**src/rtl/rv32i_ctrl_pkg.sv**
```systemverilog
// Shared encodings for the RV32I multi-cycle control path.
// Opcodes, FSM state codes, instruction classes, write-back and trap codes.
package rv32i_ctrl_pkg;

    localparam logic [6:0] OPC_LOAD   = 7'b0000011;
    localparam logic [6:0] OPC_STORE  = 7'b0100011;
    localparam logic [6:0] OPC_OP     = 7'b0110011;
    localparam logic [6:0] OPC_OPIMM  = 7'b0010011;
    localparam logic [6:0] OPC_BRANCH = 7'b1100011;
    localparam logic [6:0] OPC_JAL    = 7'b1101111;
    localparam logic [6:0] OPC_JALR   = 7'b1100111;
    localparam logic [6:0] OPC_LUI    = 7'b0110111;
    localparam logic [6:0] OPC_AUIPC  = 7'b0010111;
    localparam logic [6:0] OPC_SYSTEM = 7'b1110011;

    localparam logic [2:0] ST_FETCH  = 3'd0;
    localparam logic [2:0] ST_DECODE = 3'd1;
    localparam logic [2:0] ST_EXEC   = 3'd2;
    localparam logic [2:0] ST_MEM    = 3'd3;
    localparam logic [2:0] ST_WB     = 3'd4;
    localparam logic [2:0] ST_HALT   = 3'd5;
    localparam logic [2:0] ST_TRAP   = 3'd6;

    typedef enum logic [3:0] {
        CLS_NONE, CLS_LOAD, CLS_STORE, CLS_OP, CLS_OPIMM, CLS_BRANCH,
        CLS_JAL, CLS_JALR, CLS_LUI, CLS_AUIPC, CLS_SYSTEM
    } cls_t;

    localparam logic [1:0] WB_NONE = 2'b00;
    localparam logic [1:0] WB_PC4  = 2'b01;
    localparam logic [1:0] WB_LOAD = 2'b10;
    localparam logic [1:0] WB_ALU  = 2'b11;

    localparam logic [1:0] TC_NONE    = 2'b00;
    localparam logic [1:0] TC_ILLEGAL = 2'b01;
    localparam logic [1:0] TC_TIMEOUT = 2'b10;

endpackage

```
**src/rtl/opcode_classifier.sv**
```systemverilog
// Maps a 7-bit RV32I opcode to its instruction class and flags unknown opcodes.
// Purely combinational, zero latency; no flow control.
module opcode_classifier
    import rv32i_ctrl_pkg::*;
(
    input  logic [6:0] i_opcode,
    output cls_t       o_cls,
    output logic       o_illegal
);

    always_comb begin
        o_cls     = CLS_NONE;
        o_illegal = 1'b0;
        case (i_opcode)
            OPC_LOAD:   o_cls = CLS_LOAD;
            OPC_STORE:  o_cls = CLS_STORE;
            OPC_OP:     o_cls = CLS_OP;
            OPC_OPIMM:  o_cls = CLS_OPIMM;
            OPC_BRANCH: o_cls = CLS_BRANCH;
            OPC_JAL:    o_cls = CLS_JAL;
            OPC_JALR:   o_cls = CLS_JALR;
            OPC_LUI:    o_cls = CLS_LUI;
            OPC_AUIPC:  o_cls = CLS_AUIPC;
            OPC_SYSTEM: o_cls = CLS_SYSTEM;
            default:    o_illegal = 1'b1;
        endcase
    end

endmodule

```
**src/rtl/multicycle_sequencer.sv**
```systemverilog
// FETCH/DECODE/EXEC/MEM/WB control FSM with halt/resume, wait timeout trap and instret.
// 4 cycles per instruction minimum (5 for loads/stores), plus handshake wait cycles.
// Each wait stage holds its enable until the handshake; a wait of TIMEOUT cycles traps.
module multicycle_sequencer
    import rv32i_ctrl_pkg::*;
#(
    parameter int WIDTH   = 32,
    parameter int TIMEOUT = 16,
    parameter int TO_W    = 5
) (
    input  logic             clk,
    input  logic             rst,
    input  logic [6:0]       opcode,
    input  logic             branch_taken,
    input  logic             im_ready,
    input  logic             alu_valid,
    input  logic             dm_ready,
    input  logic             halt_req,
    input  logic             resume,
    output logic             im_req,
    output logic             ir_load,
    output logic             rf_read_en,
    output logic             alu_en,
    output logic             dm_read_en,
    output logic             dm_write_en,
    output logic             rf_write_en,
    output logic             pc_en,
    output logic             pc_sel,
    output logic [1:0]       wb_sel,
    output logic [2:0]       stage,
    output logic             halted,
    output logic             trap,
    output logic [1:0]       trap_cause,
    output logic [WIDTH-1:0] instret
);

    logic [2:0]       r_state;
    logic [TO_W-1:0]  r_wait_cnt;
    cls_t             r_cls;
    logic [1:0]       r_trap_cause;
    logic [WIDTH-1:0] r_instret;

    logic [2:0]       w_next;
    cls_t             w_cls;
    logic             w_illegal;
    logic             w_hs;
    logic             w_wait_state;
    logic             w_timeout;
    logic             w_ldst;

    opcode_classifier u_classifier (
        .i_opcode  (opcode),
        .o_cls     (w_cls),
        .o_illegal (w_illegal)
    );

    always_comb begin
        w_hs         = 1'b1;
        w_wait_state = 1'b0;
        case (r_state)
            ST_FETCH: begin w_hs = im_ready;  w_wait_state = 1'b1; end
            ST_EXEC:  begin w_hs = alu_valid; w_wait_state = 1'b1; end
            ST_MEM:   begin w_hs = dm_ready;  w_wait_state = 1'b1; end
            default:  ;
        endcase
    end

    // A handshake arriving on the last allowed wait cycle still wins over the trap.
    assign w_timeout = w_wait_state && !w_hs && (r_wait_cnt == TO_W'(TIMEOUT - 1));
    assign w_ldst    = (r_cls == CLS_LOAD) || (r_cls == CLS_STORE);

    always_comb begin
        w_next = r_state;
        case (r_state)
            ST_FETCH: begin
                if (im_ready)       w_next = ST_DECODE;
                else if (w_timeout) w_next = ST_TRAP;
            end
            ST_DECODE: begin
                if (w_illegal)                w_next = ST_TRAP;
                else if (w_cls == CLS_SYSTEM) w_next = ST_HALT;
                else                          w_next = ST_EXEC;
            end
            ST_EXEC: begin
                if (alu_valid)      w_next = w_ldst ? ST_MEM : ST_WB;
                else if (w_timeout) w_next = ST_TRAP;
            end
            ST_MEM: begin
                if (dm_ready)       w_next = ST_WB;
                else if (w_timeout) w_next = ST_TRAP;
            end
            ST_WB:   w_next = halt_req ? ST_HALT : ST_FETCH;
            ST_HALT: if (resume) w_next = ST_FETCH;
            ST_TRAP: w_next = ST_TRAP;
            default: w_next = ST_FETCH;
        endcase
    end

    always_ff @(posedge clk or negedge rst) begin
        if (!rst) begin
            r_state      <= ST_FETCH;
            r_wait_cnt   <= '0;
            r_cls        <= CLS_NONE;
            r_trap_cause <= TC_NONE;
            r_instret    <= '0;
        end else begin
            r_state <= w_next;
            if (w_next != r_state)
                r_wait_cnt <= '0;
            else if (w_wait_state && !w_hs)
                r_wait_cnt <= r_wait_cnt + TO_W'(1);
            if (r_state == ST_DECODE)
                r_cls <= w_cls;
            if ((r_state == ST_DECODE) && w_illegal)
                r_trap_cause <= TC_ILLEGAL;
            else if (w_timeout)
                r_trap_cause <= TC_TIMEOUT;
            if (r_state == ST_WB)
                r_instret <= r_instret + WIDTH'(1);
        end
    end

    // Fetch outputs are gated by rst so nothing is requested while held in reset.
    always_comb begin
        im_req      = 1'b0;
        ir_load     = 1'b0;
        rf_read_en  = 1'b0;
        alu_en      = 1'b0;
        dm_read_en  = 1'b0;
        dm_write_en = 1'b0;
        rf_write_en = 1'b0;
        pc_en       = 1'b0;
        pc_sel      = 1'b0;
        wb_sel      = WB_NONE;
        halted      = 1'b0;
        trap        = 1'b0;
        case (r_state)
            ST_FETCH: begin
                im_req  = rst;
                ir_load = rst && im_ready;
            end
            ST_DECODE: rf_read_en = 1'b1;
            ST_EXEC:   alu_en     = 1'b1;
            ST_MEM: begin
                dm_read_en  = (r_cls == CLS_LOAD);
                dm_write_en = (r_cls == CLS_STORE);
            end
            ST_WB: begin
                pc_en       = 1'b1;
                pc_sel      = (r_cls == CLS_JAL) || (r_cls == CLS_JALR) ||
                              ((r_cls == CLS_BRANCH) && branch_taken);
                rf_write_en = (r_cls != CLS_STORE) && (r_cls != CLS_BRANCH);
                case (r_cls)
                    CLS_LOAD:                                 wb_sel = WB_LOAD;
                    CLS_JAL, CLS_JALR:                        wb_sel = WB_PC4;
                    CLS_OP, CLS_OPIMM, CLS_LUI, CLS_AUIPC:    wb_sel = WB_ALU;
                    default:                                  wb_sel = WB_NONE;
                endcase
            end
            ST_HALT: halted = 1'b1;
            ST_TRAP: trap   = 1'b1;
            default: ;
        endcase
    end

    assign stage      = r_state;
    assign trap_cause = r_trap_cause;
    assign instret    = r_instret;

endmodule

```
**config.mk**
```make
export PLATFORM = sky130hd
export DESIGN_NAME = multicycle_sequencer
export DESIGN_NICKNAME = d
export VERILOG_FILES = /design/src/rtl/rv32i_ctrl_pkg.sv /design/src/rtl/opcode_classifier.sv /design/src/rtl/multicycle_sequencer.sv
export SDC_FILE = /design/constraint.sdc
export NUM_CORES = 1
export LEC_CHECK = 0
export ABC_AREA = 1
export BUFFER_PORTS_ARGS = -buffer_cell sky130_fd_sc_hd__clkbuf_2
export CELL_PAD_IN_SITES_DETAIL_PLACEMENT = 2
export CELL_PAD_IN_SITES_GLOBAL_PLACEMENT = 2
export CORE_ASPECT_RATIO = 1.25
export CORE_MARGIN = 5
export CORE_UTILIZATION = 34
export DETAILED_ROUTE_END_ITERATION = 8
export PLACE_DENSITY = 0.86
export SLEW_MARGIN = 30
export SYNTH_ARGS = -nofsm -noshare
export SYNTH_HDL_FRONTEND = slang
export SYNTH_SLANG_ARGS = --single-unit
```
**constraint.sdc**
```tcl
create_clock -name clk -period 4.32 [get_ports clk]
set_input_delay 0.864 -clock clk [delete_from_list [all_inputs] [get_ports clk]]
set_output_delay 0.864 -clock clk [all_outputs]
set_load 0.02 [all_outputs]
```
== Word-level counts from Yosys, hierarchy flattened ==
Cells that the tools add are included.
Cells by class
  reduce and logical (&&, ||, !) cells: 17
  muxes and demuxes: 31
  add/sub/neg operators: 2
  equality and inequality tests: 30
Operators with widths (number)
  4-bit one-hot mux with 10 select lines: 1
  32-bit by 1-bit adder with 32-bit output, second input constant: 1
  7-bit equality test, second input constant: 4
  3-bit 2-to-1 mux: 9
  7-bit by 6-bit equality test with 1-bit output, second input constant: 3
  3-bit one-hot mux with 7 select lines: 1
  4-bit by 3-bit equality test with 1-bit output, second input constant: 4
  7-bit by 5-bit equality test with 1-bit output, second input constant: 2
  1-bit 2-to-1 mux: 13
  4-bit equality test, second input constant: 3
  5-bit 2-to-1 mux: 2
  10-bit OR reduction: 1
  3-bit equality test, second input constant: 3
  4-bit by 2-bit equality test with 1-bit output, second input constant: 2
  7-bit by 2-bit equality test with 1-bit output, second input constant: 1
  3-bit by 2-bit equality test with 1-bit output, second input constant: 2
  1-bit logical AND: 6
  2-bit 2-to-1 mux: 3
  2-bit one-hot mux with 3 select lines: 1
  5-bit by 1-bit adder with 5-bit output, second input constant: 1
  5-bit by 4-bit equality test with 1-bit output, second input constant: 1
  4-bit by 1-bit equality test with 1-bit output, second input constant: 1
  4-bit by 2-bit inequality test with 1-bit output, second input constant: 1
  4-bit by 3-bit inequality test with 1-bit output, second input constant: 1
  other kinds (10): 13
Word-level totals
  bits of input ports: 15
  word-level logic and storage cells: 85
  bits in registers: 46

== Longest topological paths before layout ==
Gate-level depths: netlist of run 1.
  depth in word-level cells: 10
  mapped depth: 13
  mapped depth without buffers: 13

== Cells and area by module ==
Synthesis of run 1 repeated with hierarchy kept, for this count alone.
Unflattened totals
  cells, all modules: 368
  area total of the unflattened synthesis: 2869.0 µm²
Modules (own cells, without submodules)
  multicycle_sequencer: seq. area each 1151.1 µm², cells each 322, instances 1, area each 2646.3 µm²
  opcode_classifier: seq. area each 0.0 µm², cells each 46, instances 1, area each 222.7 µm²

== Least setup slack after synthesis of run 1 ==
Ideal clock, no wire load.
  path type: register -> output
  from: register r_state[0], in the netlist stage[0]
  to: output rf_write_en
  arrival: 1.594 ns
  setup slack: 1.862 ns
  cell stages (with the launch flop): 6
  path through: dfrtp_1 buf_6 nor2_8 nand2_4 buf_1 nor3_1
Between the ends
  word-level cells in the longest chain between the ends: 2
Ends and longest elaborated chain
  start: declaration: line multicycle_sequencer.sv:37  | logic [2:0] r_state;
  start signal: assignment: line multicycle_sequencer.sv:107  | r_state <= w_next;
  3-bit equality test: line multicycle_sequencer.sv:137  | case (r_state)
  1-bit 2-to-1 mux: line multicycle_sequencer.sv:137
  end: declaration: line multicycle_sequencer.sv:26  | output logic rf_write_en,
Every way passes these cells.

== Worst setup path in the final report of run 1 ==
  from: register r_cls[1]
  to: output wb_sel[1]
Between the ends
  word-level cells in the longest chain between the ends: 4
  elaborated cells between the ends (all ways): 11
Ends and longest elaborated chain
  start: declaration: line multicycle_sequencer.sv:39  | cls_t r_cls;
  start signal: assignment: line multicycle_sequencer.sv:113  | r_cls <= w_cls;
  4-bit by 2-bit equality test with 1-bit output, or another cell as far along: line multicycle_sequencer.sv:153  | case (r_cls)
  4-bit OR reduction / 2-bit OR reduction (equally long branches): line multicycle_sequencer.sv:153
  2-bit one-hot mux with 3 select lines *: line multicycle_sequencer.sv:153
  2-bit 2-to-1 mux *: line multicycle_sequencer.sv:137
  end: declaration: line multicycle_sequencer.sv:29  | output logic [1:0] wb_sel,
Mark *: on every way between the ends. The rest lies on a longest branch, timed or not.

==> results.md, run 1 <==
- RR Endpoint: r_wait_cnt[4]
- DP Cell Count: 558
- Synthesized area: 0.00296 sq mm
- Post-synthesis net count: 394
- Synth async-reset ratio: 1.00
- CTS Buffer Depth: 2
- Max Clk Rate: 372 MHz
- Root buf cell: clkbuf_8
- Synth-to-layout area growth: 18.1%
- Routed Antenna Nets: 0
- Drt first pass iters: 4
- DR vias/cell: 4.84
- Post-cts resize count: 0
- Antenna diodes: 0
- Crit. path cell count: 7
- Measured slew at the worst slew-check pin: 0.610 ns
- Critical path fanouts, max: 7
- # fillers: 1049
- Final setup vio count: 0
- Synthesis-stage register bit count: 46
- Vias post-DR: 2733
- CP Cell Sequence: nor2_1 -> inv_1 -> a21oi_1 -> o31ai_1 -> nor2_1 -> nor2_1 -> clkbuf_2
- GRT Util Overall: 0.178
- WP data arrival: 1.83 ns
- CP max-delay cell: dfrtp_1
- Post-CTS Setup Bufs: 0
- Global-route wire length before repair: 15300 um
- Number of synthesized flops with an enable pin: 0
- Rows: 38
- Synthesized area per cell: 7.87 sq um
- DRC violations left: 0
- Setup TNS: 0 ns
- Clock sinks: 46
- Startpoint Class: register
- Gr ovfl total: 0
- Final period util: 0.623
- Core Area: 0.00861 sq mm
- Slew Viols, Final: 0
- Reg area: 0.00115 sq mm
- Full die area: 0.0107 sq mm
- 1st-iter DRT viols: 32
- R2R depth: 12
- Final WL: 8900 um
- Worst-path clk slew: 0.08 ns
- Worst Setup EP: wb_sel[1]
- Cell count after synthesis: 376
- CTS tree: done
- Post-synth cell types: 42
- Nets@finish: 463
- Power Density: 426 mW/mm^2
- Post-synthesis sequential area ratio: 0.389
- Die Height: 114 um
- CP max stage delay: 0.49 ns
- Final Worst Setup Slack: 1.63 ns
- Antenna violations before repair: 0
- Worst Hold Class: reg -> reg
- RSZ-0062 raised after global routing: false
- Largest net degree at the start of global routing: 47
- CP delay by family, top: flip-flops
- Ys flop type: dfrtp_1
- Initial Utilization: 0.344
- GPL Wtd Cong: 0.812
- WHS Path Cells: 1
- Worst path required time: 3.46 ns
- Status: complete, no violations
- Number of max-cap violations: 0
- Fin crit period: 2.69 ns
- Multi-input logic area: 0.00158 sq mm
- Setup Skew: 0.00595 ns
- Commonest non-fill, non-tap cell in the layout: nand2_1
- Final non-filler cell total: 565
- Clock latency on the worst-skew pair: 0.31 ns
- Leakage: 1.85 nW
- Fin util: 0.406
- Dpl ws: 1.90 ns
- Detailed placer's ending HPWL: 7300 um
- Vias in the first global route: 3091
- Commonest cells after routing, fill and taps aside: nand2_1, clkbuf_2, inv_1
- Critical path endpoint category: output pin
- Worst IR Drop VDD: 0.184 mV
- DR WL/cell: 15.7 um
- DIE WIDTH: 93.4 um
- Ratio of cells with drive above 1 in the final layout: 0.252
- Hold Fails Final Rpt: 0
- H-tree depth: 2
- Reg2reg setup slack: 2.18 ns
- CP most frequent cell: nor2_1
- CP Buf/Inv Count: 2
- Worst r2r src: stage[0]
- PortBufs: 64
- Yosys warns: 0
- Crit Path Class: reg -> out
- Crit. Startpoint: r_cls[1]
- Hold Slack: 0.492 ns
- Rel. slew slack: 0.593
- Hold-fix buffers, CTS: 0
- IO Pins: 65
- CTS buffer count: 5
==> sequential cells by signal, indices dropped and copies added, names as in the netlist <==
register	cells
r_wait_cnt	5
trap_cause	2
stage	3
instret	32
r_cls	4
==> synthesized netlist by cell type (all sizes together), types with 4 or more instances <==
cell type | instances | share of area
nand2 | 92 | 0.13
nor2 | 60 | 0.11
inv | 52 | 0.067
dfrtp | 46 | 0.39
nand3 | 30 | 0.062
xor2 | 21 | 0.065
nand4 | 13 | 0.033
nor3 | 13 | 0.024
xnor2 | 13 | 0.038
o21ai | 8 | 0.014
a21oi | 7 | 0.014
buf | 4 | 0.0093
==> final cells by class <==
class                      instances  share of cell area
multi-input combinational        273               0.451
sequential                        46               0.330
timing repair buffer              66              0.0960
inverter                          53              0.0580
tap                              120              0.0430
clock buffer                       7              0.0219
==> where the power goes <==
group / internal (mW) / total (mW) / switching [mW]
Combinational: 0.209 / 0.659 / 0.450
Sequential: 0.479 / 0.569 / 0.0902
Clock: 0.112 / 0.259 / 0.148
Total: 0.800 / 1.49 / 0.687
==> layer usage <==
layer  track usage  share of wire
met5             0              0
met4        0.0352         0.0085
met3        0.0283          0.029
met2         0.348           0.57
met1         0.201           0.39
==> cells by family (layout without fill, tap and decap cells) <==
| family | after synthesis | count (layout) | share of synthesized area |
|---|---|---|---|
| simple gates | 215 | 215 | 0.372 |
| fa+ha+maj | 3 | 3 | 0.0127 |
| xor+xnor | 34 | 34 | 0.103 |
| mux | 1 | 1 | 0.00338 |
| flops | 46 | 46 | 0.389 |
| compound gates | 20 | 20 | 0.0415 |
| buf+inv | 57 | 126 | 0.0778 |
==> per-stage QoR <==
stage | cell area (sq um) | power [mW]
4_1_cts | 3490 | 1.52
5_1_grt | 3490 | 1.60
6_report | 3490 | 1.49
2_1_floorplan | 2960 | 1.05
3_5_place_dp | 3420 | 1.25
3_3_place_gp | 3420 | 1.22
==> how the worst min path moves through the flow <==
stage | from | end | slack [ns]
2_1_floorplan | r_wait_cnt[3] | r_wait_cnt[3] | 0.52
3_3_place_gp | instret[31] | instret[31] | 0.46
3_5_place_dp | instret[31] | instret[31] | 0.47
4_1_cts | instret[31] | instret[31] | 0.49
5_1_grt | instret[31] | instret[31] | 0.50
6_report | instret[31] | instret[31] | 0.49
Note: power is estimated with default switching activity, not from simulation.
==> inputs of run 2 (changes only) <==
Settings changed: CORE_UTILIZATION 34 to 28, PLACE_DENSITY 0.86 to 0.76.
Clock period 4.32 ns to 2.3 ns, I/O delays scaled along.
==> run 2 against run 1 <==
  * Flip-flop and latch count unchanged
  * First-iteration DRC count up 50%
  * Wire length is 4.7% higher
  * Non-clock buffer count is 1 higher
  * Combinational power grew 94%
  * Global-route usage fell by 2.2 points
  * Via count hardly changed
==> results.md, run 2 (synthesized netlist as in run 1, its figures left out) <==
- Comb power frac: 0.406 (-0.037)
- Vias post-DR: 2734 (+0.037%)
- Setup TNS: 0 ns (unchanged)
- Root buf cell: clkbuf_16
- Antenna violations before repair: 0 (unchanged)
- Share of total power in the clock network: 0.264 (+0.090)
- DR WL/cell: 16.1 um (+2.1%)
- Rel. slew slack: 0.580 (-0.0134)
- Gr ovfl total: 0 (unchanged)
- Switching power: 1.34 mW (+94%)
- Hold-fix buffers, CTS: 0 (unchanged)
- Dpl ws: 0.255 ns (-1.65 ns)
- IO Pins: 65 (unchanged)
- Global-route wire length before repair: 15700 um (+2.5%)
- Pint: 1.82 mW (+130%)
- Final setup vio count: 0 (unchanged)
- Design Power: 3.16 mW (+110%)
- Worst path required time: 1.84 ns (-1.62 ns)
- 1st-iter DRT viols: 48 (+50%)
- DRC violations left: 0 (unchanged)
- Status: complete, no violations
- Critical path fanouts, max: 14 (+7)
- Flop pwr share: 0.331 (-0.052)
- Commonest non-fill, non-tap cell in the layout: nand2_1
- Leakage: 1.89 nW (+2.3%)
- Power Density: 876 mW/mm^2 (+110%)
- Full die area: 0.0127 sq mm (+19%)
- Synth-to-layout area growth: 21.8%
- CTS buffer count: 5 (unchanged)
- Ratio of cells with drive above 1 in the final layout: 0.257 (+0.00559)
- CTS Buffer Depth: 2 (unchanged)
- Clock sinks: 46 (unchanged)
- Post-place instance area: 0.00344 sq mm (+0.66%)
- Hold Fails Final Rpt: 0 (unchanged)
- Final Worst Setup Slack: 0.170 ns (-1.46 ns)
- Crit Path Class: reg -> out
- Finished Cell Area: 0.00360 sq mm (+3.2%)
- Antenna diodes: 0 (unchanged)
- Max FFs per register: 32 (unchanged)
- Critical path endpoint category: output pin
- Startpoint Class: register
- Worst Hold Class: in -> async
- Fin crit period: 2.13 ns
- H-tree depth: 2 (unchanged)
- Slew Viols, Final: 0 (unchanged)
- Largest net degree at the start of global routing: 47 (unchanged)
- RSZ-0062 raised after global routing: false
- Final WL: 9310 um (+4.7%)
- Initial Utilization: 0.283 (-0.0609)
- Worst-path clk slew: 0.07 ns (about the same)
- DR vias/cell: 4.72 (-2.4%)
- Detailed placer's ending HPWL: 7550 um (+3.5%)
- Clock latency on the worst-skew pair: 0.29 ns (-0.02 ns)
- Drt first pass iters: 4 (unchanged)
- Fin util: 0.344 (-0.0613)
- Routed Antenna Nets: 0 (unchanged)
- Commonest cells after routing, fill and taps aside: nand2_1, clkbuf_2, inv_1
- Vias in the first global route: 3124 (+1.1%)
- GPL Wtd Cong: 0.812 (about the same)
- Worst IR Drop VDD: 0.333 mV (+81%)
- CTS tree: done
- GRT Util Overall: 0.156 (-0.0224)
- Rows: 42 (+11%)
- Nets@finish: 464 (+0.22%)
- WP data arrival: 1.67 ns (-0.16 ns)
- DIE WIDTH: 102 um (+9.1%)
- Post-CTS Setup Bufs: 0 (unchanged)
- Final period util: 0.926
- Core Area: 0.0105 sq mm (+22%)
- Max Clk Rate: 469 MHz
- Measured slew at the worst slew-check pin: 0.630 ns (+0.0201 ns)
- Number of max-cap violations: 0 (unchanged)
- Setup Skew: 0.00381 ns (-0.00214 ns)
- Net Sw Frac: 0.423 (-0.0389)
- PortBufs: 64 (unchanged)
- Die Height: 125 um (+9.3%)
## run 2: repair_timing
| item | in CTS | in global routing |
|---|---|---|
| endpoints found under the hold margin | 0 | 0 |
| resized for setup | 0 | 1 |
| endpoints found under the setup margin | 0 | 1 |
## run 2: power groups by stage
stage	clock [mW]	combinational, mW	sequential (mW)
3_3_place_gp	0	1.27	1.05
2_1_floorplan	0	0.897	1.08
5_1_grt	0.908	1.43	1.06
4_1_cts	0.871	1.31	1.04
3_5_place_dp	0	1.31	1.06
6_report	0.833	1.28	1.04
## run 2: per-stage QoR
step           hold slack, ns  std cells
5_1_grt                 0.386        579
3_5_place_dp            0.472        571
2_1_floorplan           0.164        376
3_3_place_gp            0.459        571
6_report                0.314        579
4_1_cts                 0.356        579
## run 2: worst paths after layout
kind                                 end  slack (ns)  depth (start not counted)   startpoint
max                          rf_write_en        0.17                          4     stage[1]
min in group clk             instret[31]        0.47                          1  instret[31]
min                          instret[31]        0.31                          2          rst
max reg2reg                r_wait_cnt[4]        0.30                         12     stage[1]
max in group asynchronous       r_cls[1]        1.53                          2          rst
min reg2reg                  instret[31]        0.47                          1  instret[31]
## run 2: worst max-delay path, cell delays in order, from the launching register on
cell and delay [ns]:
dfrtp_1 0.52, nor2_8 0.16, nand2_4 0.16, nor3_1 0.31
clkbuf_2 0.23
## run 2: layer usage
metal	up-vias	GRT usage	part of all wire
li1	1331	-	-
met1	1352	0.166	0.39
met2	44	0.302	0.56
met3	7	0.0364	0.040
met4	0	0.0355	0.0099
met5	-	0	0
## run 2: layout make-up
cell class | instances | area, sq um
well taps | 132 | 165
clock inverters | 1 | 30.0
clock buffers | 7 | 133
repair buffers | 67 | 343
inverters | 53 | 203
fillers | 1288 | 6860
flip-flops and latches | 46 | 1150
multi-input cells | 273 | 1580
==> inputs of run 3 (changes only) <==
Settings changed: SYNTH_HIERARCHICAL from default to 1.
==> run 3 against run 2 <==
  * Clock-buffer cell count is 1 lower
  * Sequential share of layout area is 0.73 points higher
  * Fmax is 2.7% higher
  * Worst setup slack better by 0.056 ns
  * Via count is 2.3% lower
  * Synthesized cell count is 2.1% lower
  * Flip-flop and latch count stayed put
  * Non-clock buffer count is 2 higher
  * Critical path type unchanged
  * Largest cell class unchanged
  * Largest power group unchanged
==> results.md, run 3 <==
- Status: complete, no violations
- IO Pins: 65 (unchanged)
- Measured slew at the worst slew-check pin: 0.594 ns (-0.0359 ns)
- Hold Fails Final Rpt: 0 (unchanged)
- Full die area: 0.0124 sq mm (-2.7%)
- Worst-path clk slew: 0.06 ns (about the same)
- Synthesized area per cell: 7.80 sq um (-0.89%)
- Synthesis-stage register bit count: 46 (unchanged)
- GRT Util Overall: 0.152 (-0.00433)
- Crit. Startpoint: stage[1]
- Final WL: 8680 um (-6.8%)
- DR WL/cell: 15.3 um (-5.1%)
- Gr ovfl total: 0 (unchanged)
- Yosys warns: 6 (+6)
- Commonest cells after routing, fill and taps aside: nand2_1, clkbuf_2, inv_1, dfrtp_1, nor2_1
- DRC violations left: 0 (unchanged)
- Drt first pass iters: 4 (unchanged)
- Commonest non-fill, non-tap cell in the layout: nand2_1
- Critical path endpoint category: output pin
- Leakage: 1.89 nW (-0.17%)
- Max FFs per register: 32 (unchanged)
- Die Height: 123 um (-1.4%)
- Final period util: 0.902 (-0.0241)
- Final Worst Setup Slack: 0.225 ns (+0.0555 ns)
- Post-synth cell types: 32 (-24%)
- Detailed placer's ending HPWL: 7280 um (-3.6%)
- Antenna violations before repair: 0 (unchanged)
- Vias post-DR: 2671 (-2.3%)
- Rows: 41 (-2.4%)
- CTS tree: done
- Worst Hold Class: in -> async
- Multi-input logic area: 0.00148 sq mm (-6.4%)
- CTS buffer count: 5 (unchanged)
- DP Cell Count: 562 (-1.6%)
- Worst path required time: 1.84 ns (about the same)
- Setup TNS: 0 ns (unchanged)
- Nets@finish: 458 (-1.3%)
- Largest net degree at the start of global routing: 47 (unchanged)
- Post-synthesis net count: 386 (-2.0%)
- DIE WIDTH: 101 um (-1.4%)
- Critical path fanouts, max: 9 (-5)
- H-tree depth: 2 (unchanged)
- Cell count after synthesis: 368 (-2.1%)
- Max Clk Rate: 482 MHz (+2.7%)
- RSZ-0062 raised after global routing: false
- Commonest cells in the netlist: nand2_1, dfrtp_1, inv_1
- Startpoint Class: register
- Number of synthesized flops with an enable pin: 0 (unchanged)
- GPL Wtd Cong: 0.803 (-1.1%)
- Global-route wire length before repair: 14900 um (-5.2%)
- Ys flop type: dfrtp_1
- Fin util: 0.350 (+0.00546)
- CTS Buffer Depth: 2 (unchanged)
- Ratio of cells with drive above 1 in the final layout: 0.268 (+0.0109)
- Rel. slew slack: 0.604 (+0.0239)
- Dpl ws: 0.0459 ns (-0.209 ns)
- 1st-iter DRT viols: 38 (-21%)
- Initial Utilization: 0.285 (+0.00250)
- Routed Antenna Nets: 0 (unchanged)
- R2R depth: 11 (-1)
- Reg2reg setup slack: 0.29 ns (about the same)
- WP data arrival: 1.61 ns (-0.06 ns)
- Clock latency on the worst-skew pair: 0.29 ns (about the same)
- Worst r2r src: instret[1]
- Synth area leader: dfrtp_1
- DR vias/cell: 4.69 (-0.59%)
- Top-area cell type share of the netlist area: 0.401 (+0.0121)
- Post-synthesis sequential area ratio: 0.401 (+0.0121)
- Synthesized area: 0.00287 sq mm (-3.0%)
- # fillers: 1243 (-3.5%)
- Count leader, synth: nand2_1
- Post-CTS Setup Bufs: 0 (unchanged)
- Slew Viols, Final: 0 (unchanged)
- Number of max-cap violations: 0 (unchanged)
- Synth async-reset ratio: 1.00 (unchanged)
- Power Density: 851 mW/mm^2 (-2.9%)
- Final setup vio count: 0 (unchanged)
- Core Area: 0.0101 sq mm (-3.9%)
- Reg area: 0.00115 sq mm (-0.11%)
- Synth-to-layout area growth: 22.6%
- Antenna diodes: 0 (unchanged)
- Final non-filler cell total: 569 (-1.7%)
- Fin crit period: 2.07 ns (-0.0555 ns)
- Setup Skew: 0.00524 ns (+0.00143 ns)
- RR Endpoint: instret[26]
- Vias in the first global route: 3034 (-2.9%)
- Root buf cell: clkbuf_16
- PortBufs: 64 (unchanged)
- Largest cells by area after synthesis: dfrtp_1, nand2_1, xor2_1
- Crit Path Class: reg -> out
- Clock sinks: 46 (unchanged)
- Worst IR Drop VDD: 0.444 mV (+33%)
==> run 3: cell count changes in the layout (fill, tap and decap cells not counted), moves of 3 or more <==
cell	change
nand3_2	+3
nor2_4	+3
nand3_1	-4
nand4_1	+3
nor2_8	-3
o21ai_0	-3
nand2_2	+4
a21oi_1	+3
nor3_1	-5
==> run 3: area by class of cell <==
cell class | count | share of cell area
well taps | 129 | 0.0459
multi-input cells | 265 | 0.419
clock buffers | 6 | 0.0395
repair buffers | 69 | 0.102
flip-flops and latches | 46 | 0.327
inverters | 53 | 0.0580
clock inverters | 1 | 0.00853
==> run 3: where the power goes <==
group | leakage, nW | switching [mW] | internal, mW
Sequential | 0.626 | 0.140 | 0.893
Combinational | 1.18 | 0.760 | 0.356
Clock | 0.0829 | 0.307 | 0.537
Total | 1.89 | 1.21 | 1.79
==> run 3: worst max-delay path by stage <==
stage / to / cells past startpoint / slack, ns
2_1_floorplan: instret[26] / 11 / 0.43
3_3_place_gp: r_wait_cnt[4] / 16 / 0.18
3_5_place_dp: r_wait_cnt[3] / 16 / 0.05
4_1_cts: rf_write_en / 6 / 0.1
5_1_grt: rf_write_en / 6 / 0.06
6_report: rf_write_en / 6 / 0.23
==> run 3: cell families (layout without fill, tap and decap cells) <==
| group | count (synthesis) | in the layout | share of synthesized area |
|---|---|---|---|
| fa+ha+maj | 3 | 3 | 0.0131 |
| simple gates | 211 | 211 | 0.365 |
| xor+xnor | 34 | 34 | 0.104 |
| compound gates | 17 | 17 | 0.0318 |
| flops | 46 | 46 | 0.401 |
| buf+inv | 57 | 129 | 0.0846 |
==> run 3: repair_timing <==
action                                  in CTS  in global routing
hold buffers                                 0                  0
endpoints found under the setup margin       0                  1
resized for setup                            0                  1
==> run 3: through the flow <==
stage / instance area [sq um] / hold slack (ns) / total power [mW]
after floorplan: 2870 / 0.164 / 1.82
after global placement: 3350 / 0.459 / 2.15
after detailed placement: 3350 / 0.474 / 2.19
after CTS: 3520 / 0.324 / 3.05
after global routing: 3520 / 0.362 / 3.23
final: 3520 / 0.297 / 2.99
==> run 3: critical path, stage by stage (launching register included) <==
cell      delay, ns
dfrtp_1        0.48
nor2_4         0.20
nand2_4        0.15
inv_4          0.16
nand2_1        0.07
nor2_1         0.08
clkbuf_2       0.17
==> run 3: layer usage <==
metal | part of all wire | wire, um | up-vias | global-route usage
met3 | 0.041 | 354 | 9 | 0.0293
met5 | 0 | 0 | - | 0
met4 | 0.014 | 119 | 0 | 0.0379
met2 | 0.54 | 4680 | 56 | 0.282
li1 | - | - | 1300 | -
met1 | 0.41 | 3530 | 1306 | 0.177
